**config.mk**
```make
export PLATFORM = sky130hd
export DESIGN_NAME = pipeline_hazard_ctrl_flat
export DESIGN_NICKNAME = d
export VERILOG_FILES = /design/src/rtl/pipeline_hazard_ctrl_pkg.sv /design/src/rtl/pipeline_hazard_ctrl_if.sv /design/src/rtl/pipeline_hazard_ctrl_fwd_select.sv /design/src/rtl/pipeline_hazard_ctrl.sv /design/src/flat_wrapper.sv
export SDC_FILE = /design/constraint.sdc
export NUM_CORES = 1
export LEC_CHECK = 0
export CAP_MARGIN = 20
export CELL_PAD_IN_SITES_DETAIL_PLACEMENT = 0
export CELL_PAD_IN_SITES_GLOBAL_PLACEMENT = 2
export CORE_UTILIZATION = 33
export CTS_BUF_LIST = sky130_fd_sc_hd__clkbuf_2
export CTS_CLUSTER_DIAMETER = 60
export DETAILED_ROUTE_END_ITERATION = 8
export GPL_TIMING_DRIVEN = 0
export PLACE_DENSITY_LB_ADDON = 0.3
export SLEW_MARGIN = 20
export SYNTH_ARGS = -nofsm -noshare
export SYNTH_HDL_FRONTEND = slang
export SYNTH_SLANG_ARGS = --single-unit
```
**constraint.sdc**
```tcl
create_clock -name clock -period 4 [get_ports clock]
set_input_delay 1 -clock clock [delete_from_list [all_inputs] [get_ports clock]]
set_output_delay 1 -clock clock [all_outputs]
set_load 0.05 [all_outputs]
```
**src/rtl/pipeline_hazard_ctrl_pkg.sv**
```systemverilog
// Shared pipeline types: controller state encoding, forwarding selects and
// the register-match helper used by both hazard and forwarding decode.
package pipeline_hazard_ctrl_pkg;

    localparam int REG_W = 5;

    typedef enum logic [1:0] {
        ST_RUN        = 2'd0,
        ST_LOAD_STALL = 2'd1,
        ST_FLUSH      = 2'd2,
        ST_FREEZE     = 2'd3
    } hz_state_t;

    typedef enum logic [1:0] {
        FWD_RF  = 2'b00,
        FWD_WB  = 2'b01,
        FWD_MEM = 2'b10
    } fwd_sel_t;

    // True when a producer destination feeds a consumer source; $0 is hardwired
    // to zero, so it never counts as a dependency.
    function automatic logic reg_match(input logic [REG_W-1:0] dst,
                                       input logic [REG_W-1:0] src);
        return (dst != 5'd0) && (dst == src);
    endfunction

endpackage

```
**src/rtl/pipeline_hazard_ctrl_if.sv**
```systemverilog
// Pipeline <-> hazard controller bundle: stage register addresses and flags
// in, pipeline register enables, flushes and forwarding selects out.
interface pipeline_hazard_ctrl_if;
    import pipeline_hazard_ctrl_pkg::*;

    logic [REG_W-1:0] id_rs;
    logic [REG_W-1:0] id_rt;
    logic             id_use_rs;
    logic             id_use_rt;
    logic [REG_W-1:0] ex_rd;
    logic             ex_regwrite;
    logic             ex_memread;
    logic [REG_W-1:0] mem_rd;
    logic             mem_regwrite;
    logic             mem_branch_taken;
    logic             mem_busy;
    logic             pc_we;
    logic             ifid_we;
    logic             idex_we;
    logic             exmem_we;
    logic             memwb_we;
    logic             ifid_flush;
    logic             idex_flush;
    logic             exmem_flush;
    logic [1:0]       fwd_a;
    logic [1:0]       fwd_b;

    modport master (
        output id_rs, id_rt, id_use_rs, id_use_rt, ex_rd, ex_regwrite, ex_memread,
               mem_rd, mem_regwrite, mem_branch_taken, mem_busy,
        input  pc_we, ifid_we, idex_we, exmem_we, memwb_we,
               ifid_flush, idex_flush, exmem_flush, fwd_a, fwd_b
    );

    modport slave (
        input  id_rs, id_rt, id_use_rs, id_use_rt, ex_rd, ex_regwrite, ex_memread,
               mem_rd, mem_regwrite, mem_branch_taken, mem_busy,
        output pc_we, ifid_we, idex_we, exmem_we, memwb_we,
               ifid_flush, idex_flush, exmem_flush, fwd_a, fwd_b
    );

endinterface

```
**src/rtl/pipeline_hazard_ctrl_fwd_select.sv**
```systemverilog
// Forwarding select for one EX operand: the younger EX/MEM producer beats the
// older MEM/WB producer; otherwise the register file value is used.
module fwd_select
    import pipeline_hazard_ctrl_pkg::*;
(
    input  logic [REG_W-1:0] ex_src,
    input  logic [REG_W-1:0] mem_rd,
    input  logic             mem_regwrite,
    input  logic [REG_W-1:0] wb_rd,
    input  logic             wb_regwrite,
    output fwd_sel_t         sel
);

    // Pick the nearest in-flight producer of the operand.
    always_comb begin
        sel = FWD_RF;
        if (mem_regwrite && reg_match(mem_rd, ex_src)) begin
            sel = FWD_MEM;
        end else if (wb_regwrite && reg_match(wb_rd, ex_src)) begin
            sel = FWD_WB;
        end else begin
            sel = FWD_RF;
        end
    end

endmodule

```
**src/rtl/pipeline_hazard_ctrl.sv**
```systemverilog
// Hazard controller for a 5-stage pipeline: same-cycle stall/flush/freeze
// decode, operand forwarding, event counters and a memory freeze watchdog.
module pipeline_hazard_ctrl
    import pipeline_hazard_ctrl_pkg::*;
#(
    parameter int TIMEOUT = 255,
    parameter int CNT_W   = 16
)(
    input  logic                 clock,
    input  logic                 reset,
    pipeline_hazard_ctrl_if.slave hz,
    output logic [1:0]           state,
    output logic [CNT_W-1:0]     stall_cnt,
    output logic [CNT_W-1:0]     flush_cnt,
    output logic                 timeout_err
);

    // One spare code above TIMEOUT so the incremented value never wraps.
    localparam int FRZ_W = $clog2(TIMEOUT + 2);

    hz_state_t        state_r, state_next_s;
    logic             load_use_s, stall_evt_s, flush_evt_s;
    logic             pc_we_s, ifid_we_s, idex_we_s, exmem_we_s, memwb_we_s;
    logic             ifid_flush_s, idex_flush_s, exmem_flush_s;
    logic [REG_W-1:0] ex_rs_r, ex_rt_r, wb_rd_r;
    logic             wb_regwrite_r;
    fwd_sel_t         fwd_a_s, fwd_b_s;
    logic [CNT_W-1:0] stall_cnt_r, flush_cnt_r;
    logic [FRZ_W-1:0] freeze_cnt_r, freeze_inc_s;
    logic             timeout_err_r;

    assign load_use_s = hz.ex_memread && hz.ex_regwrite &&
                        ((hz.id_use_rs && reg_match(hz.ex_rd, hz.id_rs)) ||
                         (hz.id_use_rt && reg_match(hz.ex_rd, hz.id_rt)));
    assign freeze_inc_s = freeze_cnt_r + FRZ_W'(1);

    fwd_select u_fwd_a (
        .ex_src(ex_rs_r), .mem_rd(hz.mem_rd), .mem_regwrite(hz.mem_regwrite),
        .wb_rd(wb_rd_r), .wb_regwrite(wb_regwrite_r), .sel(fwd_a_s)
    );
    fwd_select u_fwd_b (
        .ex_src(ex_rt_r), .mem_rd(hz.mem_rd), .mem_regwrite(hz.mem_regwrite),
        .wb_rd(wb_rd_r), .wb_regwrite(wb_regwrite_r), .sel(fwd_b_s)
    );

    // Prioritised hazard decode (busy > branch > load-use) and next-state class.
    always_comb begin
        pc_we_s       = 1'b1;
        ifid_we_s     = 1'b1;
        idex_we_s     = 1'b1;
        exmem_we_s    = 1'b1;
        memwb_we_s    = 1'b1;
        ifid_flush_s  = 1'b0;
        idex_flush_s  = 1'b0;
        exmem_flush_s = 1'b0;
        stall_evt_s   = 1'b0;
        flush_evt_s   = 1'b0;
        state_next_s  = ST_RUN;
        hz.fwd_a      = fwd_a_s;
        hz.fwd_b      = fwd_b_s;
        if (reset) begin
            ifid_flush_s  = 1'b1;
            idex_flush_s  = 1'b1;
            exmem_flush_s = 1'b1;
            hz.fwd_a      = FWD_RF;
            hz.fwd_b      = FWD_RF;
        end else if (hz.mem_busy) begin
            pc_we_s      = 1'b0;
            ifid_we_s    = 1'b0;
            idex_we_s    = 1'b0;
            exmem_we_s   = 1'b0;
            memwb_we_s   = 1'b0;
            state_next_s = ST_FREEZE;
        end else if (hz.mem_branch_taken) begin
            ifid_flush_s  = 1'b1;
            idex_flush_s  = 1'b1;
            exmem_flush_s = 1'b1;
            flush_evt_s   = 1'b1;
            state_next_s  = ST_FLUSH;
        end else if (load_use_s) begin
            pc_we_s      = 1'b0;
            ifid_we_s    = 1'b0;
            idex_flush_s = 1'b1;
            stall_evt_s  = 1'b1;
            state_next_s = ST_LOAD_STALL;
        end else begin
            state_next_s = ST_RUN;
        end
    end

    assign hz.pc_we       = pc_we_s;
    assign hz.ifid_we     = ifid_we_s;
    assign hz.idex_we     = idex_we_s;
    assign hz.exmem_we    = exmem_we_s;
    assign hz.memwb_we    = memwb_we_s;
    assign hz.ifid_flush  = ifid_flush_s;
    assign hz.idex_flush  = idex_flush_s;
    assign hz.exmem_flush = exmem_flush_s;

    // Record which event class occurred last cycle.
    always_ff @(posedge clock) begin
        if (reset) begin
            state_r <= ST_RUN;
        end else begin
            state_r <= state_next_s;
        end
    end

    // Shadow of the EX operand addresses, following the ID/EX register.
    always_ff @(posedge clock) begin
        if (reset || idex_flush_s) begin
            ex_rs_r <= 5'd0;
            ex_rt_r <= 5'd0;
        end else if (idex_we_s) begin
            ex_rs_r <= hz.id_rs;
            ex_rt_r <= hz.id_rt;
        end else begin
            ex_rs_r <= ex_rs_r;
            ex_rt_r <= ex_rt_r;
        end
    end

    // Shadow of the MEM/WB destination, following the MEM/WB register.
    always_ff @(posedge clock) begin
        if (reset) begin
            wb_rd_r       <= 5'd0;
            wb_regwrite_r <= 1'b0;
        end else if (memwb_we_s) begin
            wb_rd_r       <= hz.mem_rd;
            wb_regwrite_r <= hz.mem_regwrite;
        end else begin
            wb_rd_r       <= wb_rd_r;
            wb_regwrite_r <= wb_regwrite_r;
        end
    end

    // Saturating stall/flush event counters.
    always_ff @(posedge clock) begin
        if (reset) begin
            stall_cnt_r <= {CNT_W{1'b0}};
            flush_cnt_r <= {CNT_W{1'b0}};
        end else begin
            if (stall_evt_s && (stall_cnt_r != {CNT_W{1'b1}})) begin
                stall_cnt_r <= stall_cnt_r + CNT_W'(1);
            end else begin
                stall_cnt_r <= stall_cnt_r;
            end
            if (flush_evt_s && (flush_cnt_r != {CNT_W{1'b1}})) begin
                flush_cnt_r <= flush_cnt_r + CNT_W'(1);
            end else begin
                flush_cnt_r <= flush_cnt_r;
            end
        end
    end

    // Watchdog on consecutive busy cycles; the error flag is sticky until reset.
    always_ff @(posedge clock) begin
        if (reset) begin
            freeze_cnt_r  <= {FRZ_W{1'b0}};
            timeout_err_r <= 1'b0;
        end else if (hz.mem_busy) begin
            if (freeze_cnt_r < FRZ_W'(TIMEOUT)) begin
                freeze_cnt_r <= freeze_inc_s;
            end else begin
                freeze_cnt_r <= freeze_cnt_r;
            end
            if (freeze_inc_s >= FRZ_W'(TIMEOUT)) begin
                timeout_err_r <= 1'b1;
            end else begin
                timeout_err_r <= timeout_err_r;
            end
        end else begin
            freeze_cnt_r  <= {FRZ_W{1'b0}};
            timeout_err_r <= timeout_err_r;
        end
    end

    assign state       = state_r;
    assign stall_cnt   = stall_cnt_r;
    assign flush_cnt   = flush_cnt_r;
    assign timeout_err = timeout_err_r;

endmodule
```
**src/flat_wrapper.sv**
```systemverilog
// flat-port wrapper written by rule: the top's interface ports become plain ports
module pipeline_hazard_ctrl_flat import pipeline_hazard_ctrl_pkg::*;
#(
    parameter int TIMEOUT = 255,
    parameter int CNT_W   = 16
)
  (clock, reset, state, stall_cnt, flush_cnt, timeout_err, hz_id_rs, hz_id_rt, hz_id_use_rs, hz_id_use_rt, hz_ex_rd, hz_ex_regwrite, hz_ex_memread, hz_mem_rd, hz_mem_regwrite, hz_mem_branch_taken, hz_mem_busy, hz_pc_we, hz_ifid_we, hz_idex_we, hz_exmem_we, hz_memwb_we, hz_ifid_flush, hz_idex_flush, hz_exmem_flush, hz_fwd_a, hz_fwd_b);
  pipeline_hazard_ctrl_if hz_i ();
  input  logic clock;
  input  logic reset;
  output logic [1:0] state;
  output logic [CNT_W-1:0] stall_cnt;
  output logic [CNT_W-1:0] flush_cnt;
  output logic timeout_err;
  input wire logic [$bits(hz_i.id_rs)-1:0] hz_id_rs;
  input wire logic [$bits(hz_i.id_rt)-1:0] hz_id_rt;
  input wire logic [$bits(hz_i.id_use_rs)-1:0] hz_id_use_rs;
  input wire logic [$bits(hz_i.id_use_rt)-1:0] hz_id_use_rt;
  input wire logic [$bits(hz_i.ex_rd)-1:0] hz_ex_rd;
  input wire logic [$bits(hz_i.ex_regwrite)-1:0] hz_ex_regwrite;
  input wire logic [$bits(hz_i.ex_memread)-1:0] hz_ex_memread;
  input wire logic [$bits(hz_i.mem_rd)-1:0] hz_mem_rd;
  input wire logic [$bits(hz_i.mem_regwrite)-1:0] hz_mem_regwrite;
  input wire logic [$bits(hz_i.mem_branch_taken)-1:0] hz_mem_branch_taken;
  input wire logic [$bits(hz_i.mem_busy)-1:0] hz_mem_busy;
  output wire logic [$bits(hz_i.pc_we)-1:0] hz_pc_we;
  output wire logic [$bits(hz_i.ifid_we)-1:0] hz_ifid_we;
  output wire logic [$bits(hz_i.idex_we)-1:0] hz_idex_we;
  output wire logic [$bits(hz_i.exmem_we)-1:0] hz_exmem_we;
  output wire logic [$bits(hz_i.memwb_we)-1:0] hz_memwb_we;
  output wire logic [$bits(hz_i.ifid_flush)-1:0] hz_ifid_flush;
  output wire logic [$bits(hz_i.idex_flush)-1:0] hz_idex_flush;
  output wire logic [$bits(hz_i.exmem_flush)-1:0] hz_exmem_flush;
  output wire logic [$bits(hz_i.fwd_a)-1:0] hz_fwd_a;
  output wire logic [$bits(hz_i.fwd_b)-1:0] hz_fwd_b;
  assign hz_i.id_rs = hz_id_rs;
  assign hz_i.id_rt = hz_id_rt;
  assign hz_i.id_use_rs = hz_id_use_rs;
  assign hz_i.id_use_rt = hz_id_use_rt;
  assign hz_i.ex_rd = hz_ex_rd;
  assign hz_i.ex_regwrite = hz_ex_regwrite;
  assign hz_i.ex_memread = hz_ex_memread;
  assign hz_i.mem_rd = hz_mem_rd;
  assign hz_i.mem_regwrite = hz_mem_regwrite;
  assign hz_i.mem_branch_taken = hz_mem_branch_taken;
  assign hz_i.mem_busy = hz_mem_busy;
  assign hz_pc_we = hz_i.pc_we;
  assign hz_ifid_we = hz_i.ifid_we;
  assign hz_idex_we = hz_i.idex_we;
  assign hz_exmem_we = hz_i.exmem_we;
  assign hz_memwb_we = hz_i.memwb_we;
  assign hz_ifid_flush = hz_i.ifid_flush;
  assign hz_idex_flush = hz_i.idex_flush;
  assign hz_exmem_flush = hz_i.exmem_flush;
  assign hz_fwd_a = hz_i.fwd_a;
  assign hz_fwd_b = hz_i.fwd_b;
  pipeline_hazard_ctrl #(.TIMEOUT(TIMEOUT), .CNT_W(CNT_W)) u_core (.clock(clock), .reset(reset), .hz(hz_i), .state(state), .stall_cnt(stall_cnt), .flush_cnt(flush_cnt), .timeout_err(timeout_err));
endmodule
```
# Word level (Yosys, flattened, before mapping)
# Index checks and enable logic that the tools add are counted.
[totals]
register_bits = 60
output_inout_bits = 47
wordCells = 72
[op_classes]
addsub = 3
magnitude_cmp = 2
n_eq_ne = 8
mux = 26
n_bitwise = 1
reduce_logical = 23
[ops]
columns = ["cell", "n"]
rows = [
  ["16-bit by 1-bit adder with 16-bit output, second input constant", 2],
  ["16-bit != test, second input constant", 2],
  ["5-bit == test", 6],
  ["1-bit 2-to-1 mux", 20],
  ["1-bit logical AND", 16],
  ["5-bit nonzero test", 3],
  ["2-bit 2-to-1 mux", 6],
  ["9-bit by 1-bit adder with 9-bit output, second input constant", 1],
  ["9-bit by 8-bit >= comparator with 1-bit output, second input constant", 1],
  ["9-bit by 8-bit < comparator with 1-bit output, second input constant", 1],
  ["1-bit logical OR", 2],
  ["2-bit AND reduction", 1],
  ["2-bit OR reduction", 1],
  ["1-bit inverter", 1],
]

# Longest topological paths before layout
# Gate-level depths: netlist (run 1).
[logic_depth]
depth_word = 10
mapped_depth = 8
mapped_depth_nobuf = 7

# Hierarchy
# A second synthesis (run 1) with hierarchy kept.
[unflattened]
cells_unflattened = 354
hier_area_um2 = 3124.2
[modules_own_cells]
columns = ["module", "instances", "cells_each", "area_per_inst_um2", "seq_area_each_um2"]
rows = [
  ["pipeline_hazard_ctrl", 1, 314, 2821.5, 1201.2],
  ["fwd_select", 2, 20, 151.4, 0.0],
]

# Worst setup path after synthesis (run 1)
# OpenSTA, ideal clock, no wires.
[synth_path]
kind = "input port to output port"
start = "input hz_mem_rd[0]"
end = "output hz_fwd_a[0]"
t_arrival_ps = 3470
t_required_ps = 3000
slack_ps = -470
stages = 4
path_buffers = 0
cell_sequence = "or4_1 o21ai_0 nor3_1 nor4_1"
[synth_between]
elab_chain_len = 5
[synth_lines]
columns = ["element", "line", "text"]
rows = [
  ["start, declared", "flat_wrapper.sv:22", "input wire logic [$bits(hz_i.mem_rd)-1:0] hz_mem_rd;"],
  ["5-bit == test / 5-bit nonzero test (equally long branches)", "pipeline_hazard_ctrl_pkg.sv:24", "return (dst != 5'd0) && (dst == src);"],
  ["1-bit logical AND (*)", "pipeline_hazard_ctrl_pkg.sv:24", ""],
  ["1-bit logical AND (*)", "pipeline_hazard_ctrl_fwd_select.sv:17", "if (mem_regwrite && reg_match(mem_rd, ex_src)) begin"],
  ["2-bit 2-to-1 mux (*)", "pipeline_hazard_ctrl_fwd_select.sv:17", ""],
  ["2-bit 2-to-1 mux (*)", "pipeline_hazard_ctrl.sv:61", "if (reset) begin"],
  ["end, declared", "flat_wrapper.sv:34", "output wire logic [$bits(hz_i.fwd_a)-1:0] hz_fwd_a;"],
]
# Every way passes the cells marked *; elsewhere a longest branch is shown, timed or not.

# Worst setup path in the final report (run 1)
[layout_path]
start = "input hz_ex_rd[2]"
end = "output hz_pc_we"
[layout_between]
elab_chain_len = 9
[layout_lines]
columns = ["element", "line", "text"]
rows = [
  ["start, declared", "flat_wrapper.sv:19", "input wire logic [$bits(hz_i.ex_rd)-1:0] hz_ex_rd;"],
  ["5-bit == test / 5-bit nonzero test (equally long branches)", "pipeline_hazard_ctrl_pkg.sv:24", ""],
  ["1-bit logical AND", "pipeline_hazard_ctrl_pkg.sv:24", ""],
  ["1-bit logical AND (on tied branches)", "pipeline_hazard_ctrl.sv:33, pipeline_hazard_ctrl.sv:34", ""],
  ["1-bit logical OR (*)", "pipeline_hazard_ctrl.sv:33", "((hz.id_use_rs && reg_match(hz.ex_rd, hz.id_rs)) ||"],
  ["1-bit logical AND (*)", "pipeline_hazard_ctrl.sv:32", "assign load_use_s = hz.ex_memread && hz.ex_regwrite &&"],
  ["1-bit 2-to-1 mux (*)", "pipeline_hazard_ctrl.sv:80", "end else if (load_use_s) begin"],
  ["1-bit 2-to-1 mux (*)", "pipeline_hazard_ctrl.sv:74", "end else if (hz.mem_branch_taken) begin"],
  ["1-bit 2-to-1 mux (*)", "pipeline_hazard_ctrl.sv:67", "end else if (hz.mem_busy) begin"],
  ["1-bit 2-to-1 mux (*)", "pipeline_hazard_ctrl.sv:61", ""],
  ["end, declared", "flat_wrapper.sv:26", "output wire logic [$bits(hz_i.pc_we)-1:0] hz_pc_we;"],
]
# Marked as above.

==> reports/qor.txt, run 1 <==
Top layer in use: met4
Die area: 10090 sq um
Hold WC Path Type: flop to flop
Layout area overhead: 34.72%
WS Path Type: input pin to output pin
Clk sinks: 60
IO Count: 76
EDFF count, synth: 0
Die width: 100.4 um
Synthesis Warnings: 0
Final Skew: 23.33 ps
MaxCap Viol Count: 0
Drt drc: 0
Synth async-reset ratio: 0%
Final worst-path cycle share: 97.79%
Placer Congestion: 0.7596
Wire length on met3: 408 um
First-pass GRT wire length: 13780 um
Initial antenna violation count: 0
Internal: 886.6 uW
Post-route minimum period: 3912 ps
H-tree Lvls: 3
Average cell area after synthesis: 8.734 sq um
Routed wire length: 8372 um
PwrDens: 284.4 nW/um^2
Cell Area, Synth: 3197 sq um
Hold buffer count at CTS: 0
Final Max Tran Viols: 0
Root buf cell: clkbuf_2
Vias: 3012
Pre-antenna DRT Iters: 5
Final nets: 487
Total grt overflow: 0
Worst hold slack: 496.2 ps
Synth Instances: 366
Switching power: 338.3 uW
Clock Path Buffers: 2
Clock network power share: 35.8%
CTS tree: built
Routed vias/inst: 5.122
Rows: 35
Worst IR drop on VDD: 0.1706 mV
Worst-path clk slew: 190 ps
CP required: 3000 ps
Combinational fraction of design power: 13.5%
Setup TNS: 0 ps
Seq pwr share: 50.7%
Critical path arrival: 2910 ps
Sequential area share after synthesis: 37.57%
Core area: 9328 sq um
Worst Setup End Kind: output pin
Worst Tran Pin Value: 702.1 ps
Worst-Skew Late Latency: 470 ps
Dominant synthesized flop cell: dfxtp_1
Layout cells sized above 1: 11.98%
Outcome: complete, no violations
Seq cells post-synth: 60
Initial core utilization: 34.27%
Crit-path max FO: 10
Final Non-Filler Cells: 588
Post-DP HPWL: 6296 um
Crit start category: input pin
Net count after synthesis: 399
Starting DRT DRC Count: 75
LEAKAGE: 1.537 nW
DR WL met2: 3687 um
Wl on met1: 4220 um
Filler cells: 969
Post-synth cell types: 51
Antenna Nets Post-Route: 0
Cts bufs inserted: 9
Largest net degree at the start of global routing: 15
Peak Freq: 255.7 MHz
DR WL/cell: 14.24 um
Most frequent cells in the layout: 60 x clkdlybuf4s50_1, 60 x dfxtp_1, 38 x nor2_1, 26 x xor2_1, 24 x xnor2_1
Final setup vio count: 0
Final Hold Fails: 0
Rel. slew slack: 52.57%
GRT Util Overall: 17.36%
Height of the chip: 100.4 um
Vias in the first global route: 2770
N_diodes: 0
RSZ-0062 raised after global routing: no
Sw Ratio: 27.62%
Placed Instances: 570
I/O Buffers: 75
==> synth_stat cells, types with 2 or more instances <==
| library cell | count | share of area, % |
|---|---|---|
| a211oi_1 | 2 | 0.47 |
| a21o_1 | 2 | 0.47 |
| a21oi_1 | 17 | 2.7 |
| a22o_1 | 10 | 2.7 |
| a31oi_1 | 2 | 0.39 |
| and2_1 | 6 | 1.2 |
| and3_1 | 4 | 0.78 |
| and4_1 | 4 | 1.1 |
| buf_1 | 2 | 0.23 |
| buf_2 | 6 | 0.94 |
| buf_4 | 5 | 1.2 |
| clkbuf_1 | 10 | 1.2 |
| dfxtp_1 | 60 | 38 |
| ha_1 | 4 | 1.6 |
| inv_1 | 5 | 0.59 |
| mux2i_1 | 6 | 1.9 |
| nand2_1 | 16 | 1.9 |
| nand3_1 | 14 | 2.2 |
| nand4_1 | 17 | 3.3 |
| nor2_1 | 40 | 4.7 |
| nor2b_1 | 4 | 0.78 |
| nor3_1 | 7 | 1.1 |
| nor3b_1 | 4 | 0.94 |
| nor4_1 | 8 | 1.6 |
| o21ai_0 | 6 | 0.94 |
| o31a_1 | 2 | 0.55 |
| o31ai_1 | 12 | 2.8 |
| or4_1 | 20 | 4.7 |
| xnor2_1 | 24 | 6.6 |
| xor2_1 | 26 | 7.1 |
==> per-stage QoR <==
step | total power [mW] | setup slack, ps | utilization [%] | area [sq um]
floorplan | 0.7251 | 64.93 | - | 3213
global placement | 0.7957 | -922.7 | 44.23 | 4125
detailed placement | 0.7973 | -929.6 | 44.23 | 4125
CTS | 1.243 | 4.889 | 45.77 | 4269
global route | 1.291 | 1.183 | 46.17 | 4307
finish | 1.225 | 88.48 | 46.17 | 4307
==> sequential cells by signal (all words and copies together), names as in the netlist <==
name,flops
u_core.freeze_cnt_r,9
u_core.timeout_err,1
u_core.wb_regwrite_r,1
u_core.state,2
u_core.wb_rd_r,5
u_core.ex_rt_r,5
u_core.stall_cnt,16
u_core.ex_rs_r,5
u_core.flush_cnt,16
==> critical path, stage by stage <==
cell,delay (ps)
clkdlybuf4s50_1,480
xor2_1,180
nor4_2,310
a32oi_2,180
buf_4,210
nor2_4,140
a21oi_2,90
buf_4,140
buf_4,180
==> worst paths after layout <==
| kind | start | end | slack, ps | cells past startpoint |
|---|---|---|---|---|
| setup / recovery | hz_ex_rd[2] | hz_pc_we | 90 | 9 |
| hold / removal | u_core.freeze_cnt_r[7]$_SDFFE_PP0N_ | u_core.freeze_cnt_r[7]$_SDFFE_PP0N_ | 500 | 2 |
| setup reg to reg | u_core.stall_cnt[0]$_SDFFE_PP0P_ | u_core.stall_cnt[1]$_SDFFE_PP0P_ | 1830 | 7 |
| hold reg to reg | u_core.freeze_cnt_r[7]$_SDFFE_PP0N_ | u_core.freeze_cnt_r[7]$_SDFFE_PP0N_ | 500 | 2 |
==> final cells by class <==
class | instances | area (sq um) | area share (%)
Multi-Input combinational cell | 277 | 1906 | 44.25
Buffer | 23 | 128.9 | 2.992
Clock buffer | 9 | 45.04 | 1.046
Sequential cell | 60 | 1201 | 27.89
Inverter | 5 | 18.77 | 0.4358
Clock inverter | 7 | 91.34 | 2.121
Tap cell | 129 | 161.4 | 3.748
Timing Repair Buffer | 78 | 754.5 | 17.52
==> power by group through the flow <==
stage / registers [mW] / clock network [mW] / logic, mW
global route: 0.623 / 0.489 / 0.179
detailed placement: 0.634 / 0 / 0.164
finish: 0.621 / 0.439 / 0.165
global placement: 0.633 / 0 / 0.162
CTS: 0.621 / 0.458 / 0.164
floorplan: 0.637 / 0 / 0.0877
==> routing by layer <==
metal / track usage [%] / vias up
li1: - / 1524
met4: 4.125 / 0
met2: 27.29 / 80
met3: 4.526 / 4
met1: 23.72 / 1404
met5: 0 / -
==> cell families (layout without fill, tap and decap cells) <==
logic type,after synthesis,after routing,synth area share (%)
and+or+nand+nor,154,154,26.97
AOI/OAI and AO/OA,62,62,13.50
DFF,60,60,37.57
xor gates and xnor gates,50,50,13.70
buffers and inverters,29,122,4.462
muxes,7,7,2.231
adders and majority gates,4,4,1.566
==> what timing repair did <==
action	4_1_cts	5_1_grt
setup endpoints to repair	12	9
pin swaps	2	2
resized for setup	48	14
buffers inserted	2	1
Power figures use the tool's default switching activity.
==> run 2, diff against run 1 <==
==> constraint.sdc (replaced) <==
create_clock -name clock -period 4 [get_ports clock]
set_input_delay 0.6 -clock clock [delete_from_list [all_inputs] [get_ports clock]]
set_output_delay 0.6 -clock clock [all_outputs]
set_load 0.05 [all_outputs]
==> reports/qor.txt, run 2 (synthesized netlist as in run 1, its figures left out) <==
Min setup slack post-route: 257.9 ps (was 88.48 ps)
Worst path slowest cell: clkdlybuf4s50_1 (unchanged)
Final worst-path cycle share: 93.55% (was 97.79%)
H-tree Lvls: 3 (unchanged)
Reg2Reg Depth: 7 (unchanged)
Placer Congestion: 0.7933 (was 0.7596)
MaxCap Viol Count: 0 (unchanged)
WS Path Type: input pin to output pin (unchanged)
Final nets: 484 (was 487)
Total grt overflow: 0 (unchanged)
IO Count: 76 (unchanged)
Worst IR drop on VDD: 0.1628 mV (was 0.1706 mV)
Height of the chip: 100.4 um (unchanged)
Largest net degree at the start of global routing: 15 (unchanged)
Final core occ: 45.27% (was 46.17%)
Final setup vio count: 0 (unchanged)
Root buf cell: clkbuf_2 (unchanged)
Worst reg2reg startpoint: u_core.stall_cnt[0]$_SDFFE_PP0P_ (unchanged)
Crit start category: input pin (unchanged)
Initial antenna violation count: 0 (unchanged)
Starting DRT DRC Count: 100 (was 75)
Crit-path max cell delay: 780 ps (was 480 ps)
Final Max Tran Viols: 0 (unchanged)
Crit-path max FO: 10 (unchanged)
Post-route minimum period: 3742 ps (was 3912 ps)
Layout cells sized above 1: 6.579% (was 11.98%)
Vias in the first global route: 2852 (was 2770)
Reg2Reg Capture Point: u_core.stall_cnt[1]$_SDFFE_PP0P_ (unchanged)
First-pass GRT wire length: 13990 um (was 13780 um)
Dpl cell area: 4109 sq um (was 4125 sq um)
PwrDens: 270.9 nW/um^2 (was 284.4 nW/um^2)
Hold WC Path Type: flop to flop (unchanged)
Crit path buf inv count: 5 (was 4)
CTS tree: built (unchanged)
Rel. slew slack: 44.81% (was 52.57%)
Hold Crit Depth: 2 (unchanged)
Hold Startpoint: u_core.freeze_cnt_r[7]$_SDFFE_PP0N_ (unchanged)
Post-CTS setup buffer count: 0 (was 2)
Die width: 100.4 um (unchanged)
Critical path arrival: 3140 ps (was 2910 ps)
GRT Util Overall: 17.72% (was 17.36%)
Most frequent cells in the layout: 70 x clkdlybuf4s50_1, 60 x dfxtp_1, 40 x nor2_1, 26 x xor2_1, 24 x xnor2_1 (was 60 x clkdlybuf4s50_1, 60 x dfxtp_1, 38 x nor2_1, 26 x xor2_1, 24 x xnor2_1)
LEAKAGE: 1.497 nW (was 1.537 nW)
Post-DP HPWL: 6436 um (was 6296 um)
I/O Buffers: 75 (unchanged)
Cts bufs inserted: 9 (unchanged)
Hold Crit Endpoint: u_core.freeze_cnt_r[7]$_SDFFE_PP0N_ (unchanged)
Worst-Skew Late Latency: 460 ps (was 470 ps)
Final Hold Fails: 0 (unchanged)
Clk sinks: 60 (unchanged)
Peak Freq: 267.2 MHz (was 255.7 MHz)
Initial core utilization: 34.27% (unchanged)
Commonest non-fill, non-tap cell in the layout: clkdlybuf4s50_1
Worst Tran Pin Value: 817.1 ps (was 702.1 ps)
Flop2flop setup slack: 1830 ps (about the same)
Routed vias/inst: 5.190 (was 5.122)
Vias: 3036 (was 3012)
Rows: 35 (unchanged)
Die area: 10090 sq um (unchanged)
N_diodes: 0 (unchanged)
Routed wire length: 8693 um (was 8372 um)
Critical-path cell list: clkdlybuf4s50_1 > clkbuf_1 > clkbuf_1 > a21o_1 > buf_4 > clkdlybuf4s50_1 (was clkdlybuf4s50_1 > xor2_1 > nor4_2 > a32oi_2 > buf_4 > nor2_4 > a21oi_2 > buf_4 > buf_4)
Worst-path clk slew: 170 ps (was 190 ps)
CP required: 3400 ps (was 3000 ps)
Antenna Nets Post-Route: 0 (unchanged)
Core area: 9328 sq um (unchanged)
Drt drc: 0 (unchanged)
Outcome: complete, no violations (unchanged)
Pre-antenna DRT Iters: 4 (was 5)
DR WL/cell: 14.86 um (was 14.24 um)
RSZ-0062 raised after global routing: no (unchanged)
Dpl ws: -192.1 ps (was -929.6 ps)
CP top delay family: buffers and inverters (unchanged)
Layout area overhead: 32.09% (was 34.72%)
Final Cell Area: 4223 sq um (was 4307 sq um)
Final Skew: 26.46 ps (was 23.33 ps)
Worst Setup End Kind: output pin (unchanged)
Clock Path Buffers: 2 (unchanged)
run 2: report_power, final:
group | leakage [nW] | switching (mW) | internal (mW) | total (mW)
sequential | 0.486 | 0.0123 | 0.609 | 0.621
clock | 0.0618 | 0.226 | 0.135 | 0.362
combinational | 0.949 | 0.0895 | 0.0717 | 0.161
run 2: metal layers:
metal / up-vias / track usage, % / part of all wire [%]
met2: 81 / 28.71 / 47
met1: 1437 / 23.79 / 48
met5: - / 0 / 0
met3: 10 / 2.786 / 3.9
li1: 1508 / - / -
met4: 0 / 6.466 / 1.2
run 2: stage by stage:
stage	setup TNS [ps]	hold slack [ps]	total power, mW	instances
final	0	490.6	1.144	585
after global routing	0	510.9	1.201	585
after CTS	0	495.6	1.161	585
after floorplan	0	432.4	0.7238	366
after global placement	-462.8	446.8	0.7950	570
after detailed placement	-433.9	458.8	0.7961	570
run 2: worst reg2reg max path: cells and delay by family, from the launching register on:
family / cells / cell delay [ps]
buf+inv: 1 / 210
mux: 1 / 300
fa+ha+maj: 1 / 280
simple gates: 4 / 880
flops: 1 / 420
run 2: how the worst max path moves through the flow:
stage / from / endpoint / slack, ps / depth (start not counted)
floorplan: hz_mem_rd[0] / hz_fwd_a[0] / 330 / 4
finish: reset / hz_ifid_flush / 260 / 6
global route: reset / hz_ifid_flush / 50 / 6
global placement: hz_ex_rd[1] / hz_pc_we / -190 / 9
CTS: hz_ex_rd[1] / hz_ifid_we / 60 / 8
detailed placement: hz_ex_rd[1] / hz_pc_we / -190 / 9
run 2: timing repair:
item,4_1_cts,5_1_grt
endpoints found under the setup margin,5,4
pin swaps,0,0
hold endpoints to repair,0,0
gates resized for setup,2,4
hold buffers,0,0
run 2: cell type report:
| type | instances | area [sq um] |
|---|---|---|
| timing repair buffer | 75 | 758.2 |
| inverter | 5 | 18.77 |
| sequential | 60 | 1201 |
| multi-input combinational | 277 | 1861 |
| buffer | 23 | 120.1 |
| fill | 962 | 5105 |
| clock buffer | 9 | 45.04 |
| clock inverter | 7 | 57.56 |
| tap | 129 | 161.4 |
==> run 3, diff against run 2 <==
--- a/config.mk
+++ b/config.mk
@@ -11,9 +11,11 @@
 export CORE_UTILIZATION = 33
 export CTS_BUF_LIST = sky130_fd_sc_hd__clkbuf_2
 export CTS_CLUSTER_DIAMETER = 60
+export CTS_CLUSTER_SIZE = 40
 export DETAILED_ROUTE_END_ITERATION = 8
 export GPL_TIMING_DRIVEN = 0
 export PLACE_DENSITY_LB_ADDON = 0.3
+export REMOVE_ABC_BUFFERS = 1
 export SLEW_MARGIN = 20
 export SYNTH_ARGS = -nofsm -noshare
 export SYNTH_HDL_FRONTEND = slang
==> reports/qor.txt, run 3 (synthesized netlist as in run 1, its figures left out) <==
Final Max Tran Viols: 0 (unchanged)
Routed vias/inst: 5.144 (was 5.190)
Worst-path clk slew: 170 ps (about the same)
Height of the chip: 100.4 um (unchanged)
Dpl ws: -406.8 ps (was -192.1 ps)
Filler cells: 956 (was 962)
Hold WC Path Type: flop to flop (unchanged)
H-tree Lvls: 3 (unchanged)
Largest net degree at the start of global routing: 28 (was 15)
CTS tree: built (unchanged)
Initial antenna violation count: 0 (unchanged)
Worst Tran Pin Value: 680.1 ps (was 817.1 ps)
CP required: 3400 ps (about the same)
N_diodes: 0 (unchanged)
Layout area overhead: 31.15% (was 32.09%)
LEAKAGE: 1.463 nW (was 1.497 nW)
Initial core utilization: 34.27% (unchanged)
Min setup slack post-route: 283.2 ps (was 257.9 ps)
Core area: 9328 sq um (unchanged)
Outcome: complete, no violations (unchanged)
Cts bufs inserted: 9 (unchanged)
Critical-path cell list: clkdlybuf4s50_1 > inv_1 > nor2_4 > inv_1 > clkdlybuf4s50_1 (was clkdlybuf4s50_1 > clkbuf_1 > clkbuf_1 > a21o_1 > buf_4 > clkdlybuf4s50_1)
Drt drc: 0 (unchanged)
I/O Buffers: 75 (unchanged)
IO Count: 76 (unchanged)
Commonest non-fill, non-tap cell in the layout: clkdlybuf4s50_1 (unchanged)
Sequential Area: 1201 sq um (unchanged)
Crit-path max cell delay: 860 ps (was 780 ps)
Clock Path Buffers: 2 (unchanged)
Total grt overflow: 0 (unchanged)
Post-route minimum period: 3717 ps (was 3742 ps)
Final worst-path cycle share: 92.92% (was 93.55%)
Placer Congestion: 0.7650 (was 0.7933)
Clk sinks: 60 (unchanged)
Worst IR drop on VDD: 0.1391 mV (was 0.1628 mV)
Crit path buf inv count: 4 (was 5)
Routed wire length: 7849 um (was 8693 um)
Post-CTS setup buffer count: 0 (unchanged)
Starting DRT DRC Count: 70 (was 100)
Vias: 2901 (was 3036)
Die area: 10090 sq um (unchanged)
Root buf cell: clkbuf_2 (unchanged)
Rows: 35 (unchanged)
WS Path Type: input pin to output pin (unchanged)
Vias in the first global route: 2588 (was 2852)
PwrDens: 285.5 nW/um^2 (was 270.9 nW/um^2)
CP top delay family: buffers and inverters (unchanged)
MaxCap Viol Count: 0 (unchanged)
Worst hold slack: 496.4 ps (was 490.6 ps)
Post-DP HPWL: 5666 um (was 6436 um)
Peak Freq: 269.1 MHz (was 267.2 MHz)
Final setup vio count: 0 (unchanged)
Setup TNS: 0 ps (unchanged)
First-pass GRT wire length: 12680 um (was 13990 um)
Crit-path max FO: 14 (was 10)
GRT Util Overall: 16.01% (was 17.72%)
Pre-antenna DRT Iters: 4 (unchanged)
Area occupied by multi-input gates: 1886 sq um (was 1861 sq um)
Final Hold Fails: 0 (unchanged)
Hold buffer count at CTS: 0 (unchanged)
Final core occ: 44.95% (was 45.27%)
RSZ-0062 raised after global routing: no (unchanged)
Die width: 100.4 um (unchanged)
Worst path slowest cell: clkdlybuf4s50_1 (unchanged)
Crit start category: input pin (unchanged)
Antenna Nets Post-Route: 0 (unchanged)
Critical path arrival: 3120 ps (was 3140 ps)
Most frequent cells in the layout: 69 x clkdlybuf4s50_1, 60 x dfxtp_1, 39 x nor2_1, 26 x xor2_1, 24 x xnor2_1 (was 70 x clkdlybuf4s50_1, 60 x dfxtp_1, 40 x nor2_1, 26 x xor2_1, 24 x xnor2_1)
Rel. slew slack: 54.06% (was 44.81%)
Tot Pwr: 1.197 mW (was 1.144 mW)
Final Skew: 23.73 ps (was 26.46 ps)
Layout cells sized above 1: 5.517% (was 6.579%)
Worst-Skew Late Latency: 470 ps (was 460 ps)
Final nets: 464 (was 484)
Worst Setup End Kind: output pin (unchanged)
DR WL/cell: 13.92 um (was 14.86 um)
==> run 3: timing repair <==
| item | 4_1_cts | 5_1_grt |
|---|---|---|
| endpoints found under the setup margin | 6 | 3 |
| pin swaps | 0 | 0 |
| resized for setup | 5 | 3 |
==> run 3: metrics by stage <==
| stage | std cells | instance area [sq um] |
|---|---|---|
| 2_1_floorplan | 342 | 3073 |
| 3_3_place_gp | 546 | 3985 |
| 3_5_place_dp | 549 | 4044 |
| 4_1_cts | 564 | 4185 |
| 5_1_grt | 564 | 4193 |
| 6_report | 564 | 4193 |
==> run 3: routing by layer <==
| layer | wire [um] | GRT usage (%) | part of all wire, % | up-vias |
|---|---|---|---|---|
| met2 | 3636 | 25.24 | 46 | 61 |
| li1 | - | - | - | 1464 |
| met3 | 262 | 2.925 | 3.3 | 9 |
| met1 | 3851 | 21.87 | 49 | 1367 |
| met4 | 97 | 5.686 | 1.2 | 0 |
| met5 | 0 | 0 | 0 | - |
==> run 3: path summary, 6_finish.rpt <==
path	start	end	slack, ps	depth (start not counted)
setup / recovery	hz_mem_busy	hz_exmem_we	280	5
hold / removal	u_core.freeze_cnt_r[7]$_SDFFE_PP0N_	u_core.freeze_cnt_r[7]$_SDFFE_PP0N_	500	2
setup reg to reg	u_core.stall_cnt[0]$_SDFFE_PP0P_	u_core.stall_cnt[1]$_SDFFE_PP0P_	1800	6
hold reg to reg	u_core.freeze_cnt_r[7]$_SDFFE_PP0N_	u_core.freeze_cnt_r[7]$_SDFFE_PP0N_	500	2
==> run 3: cell type report <==
| type | count | area share, % |
|---|---|---|
| clock inverters | 6 | 1.910 |
| flip-flops and latches | 60 | 28.65 |
| repair buffers | 78 | 19.10 |
| well taps | 129 | 3.850 |
| inverters | 5 | 0.4476 |
| clock buffers | 9 | 1.074 |
| multi-input cells | 277 | 44.97 |
==> run 3: tightest hold or removal path: stages, from the launching register on <==
cell     delay [ps]
dfxtp_1         360
nor2_1           50
nor2_1           70
==> run 3: report_power, final <==
group          total (mW)  leakage (nW)  internal (mW)  switching [mW]
clock               0.418        0.0728          0.199           0.219
sequential          0.621         0.486          0.609          0.0123
combinational       0.158         0.904         0.0695          0.0882
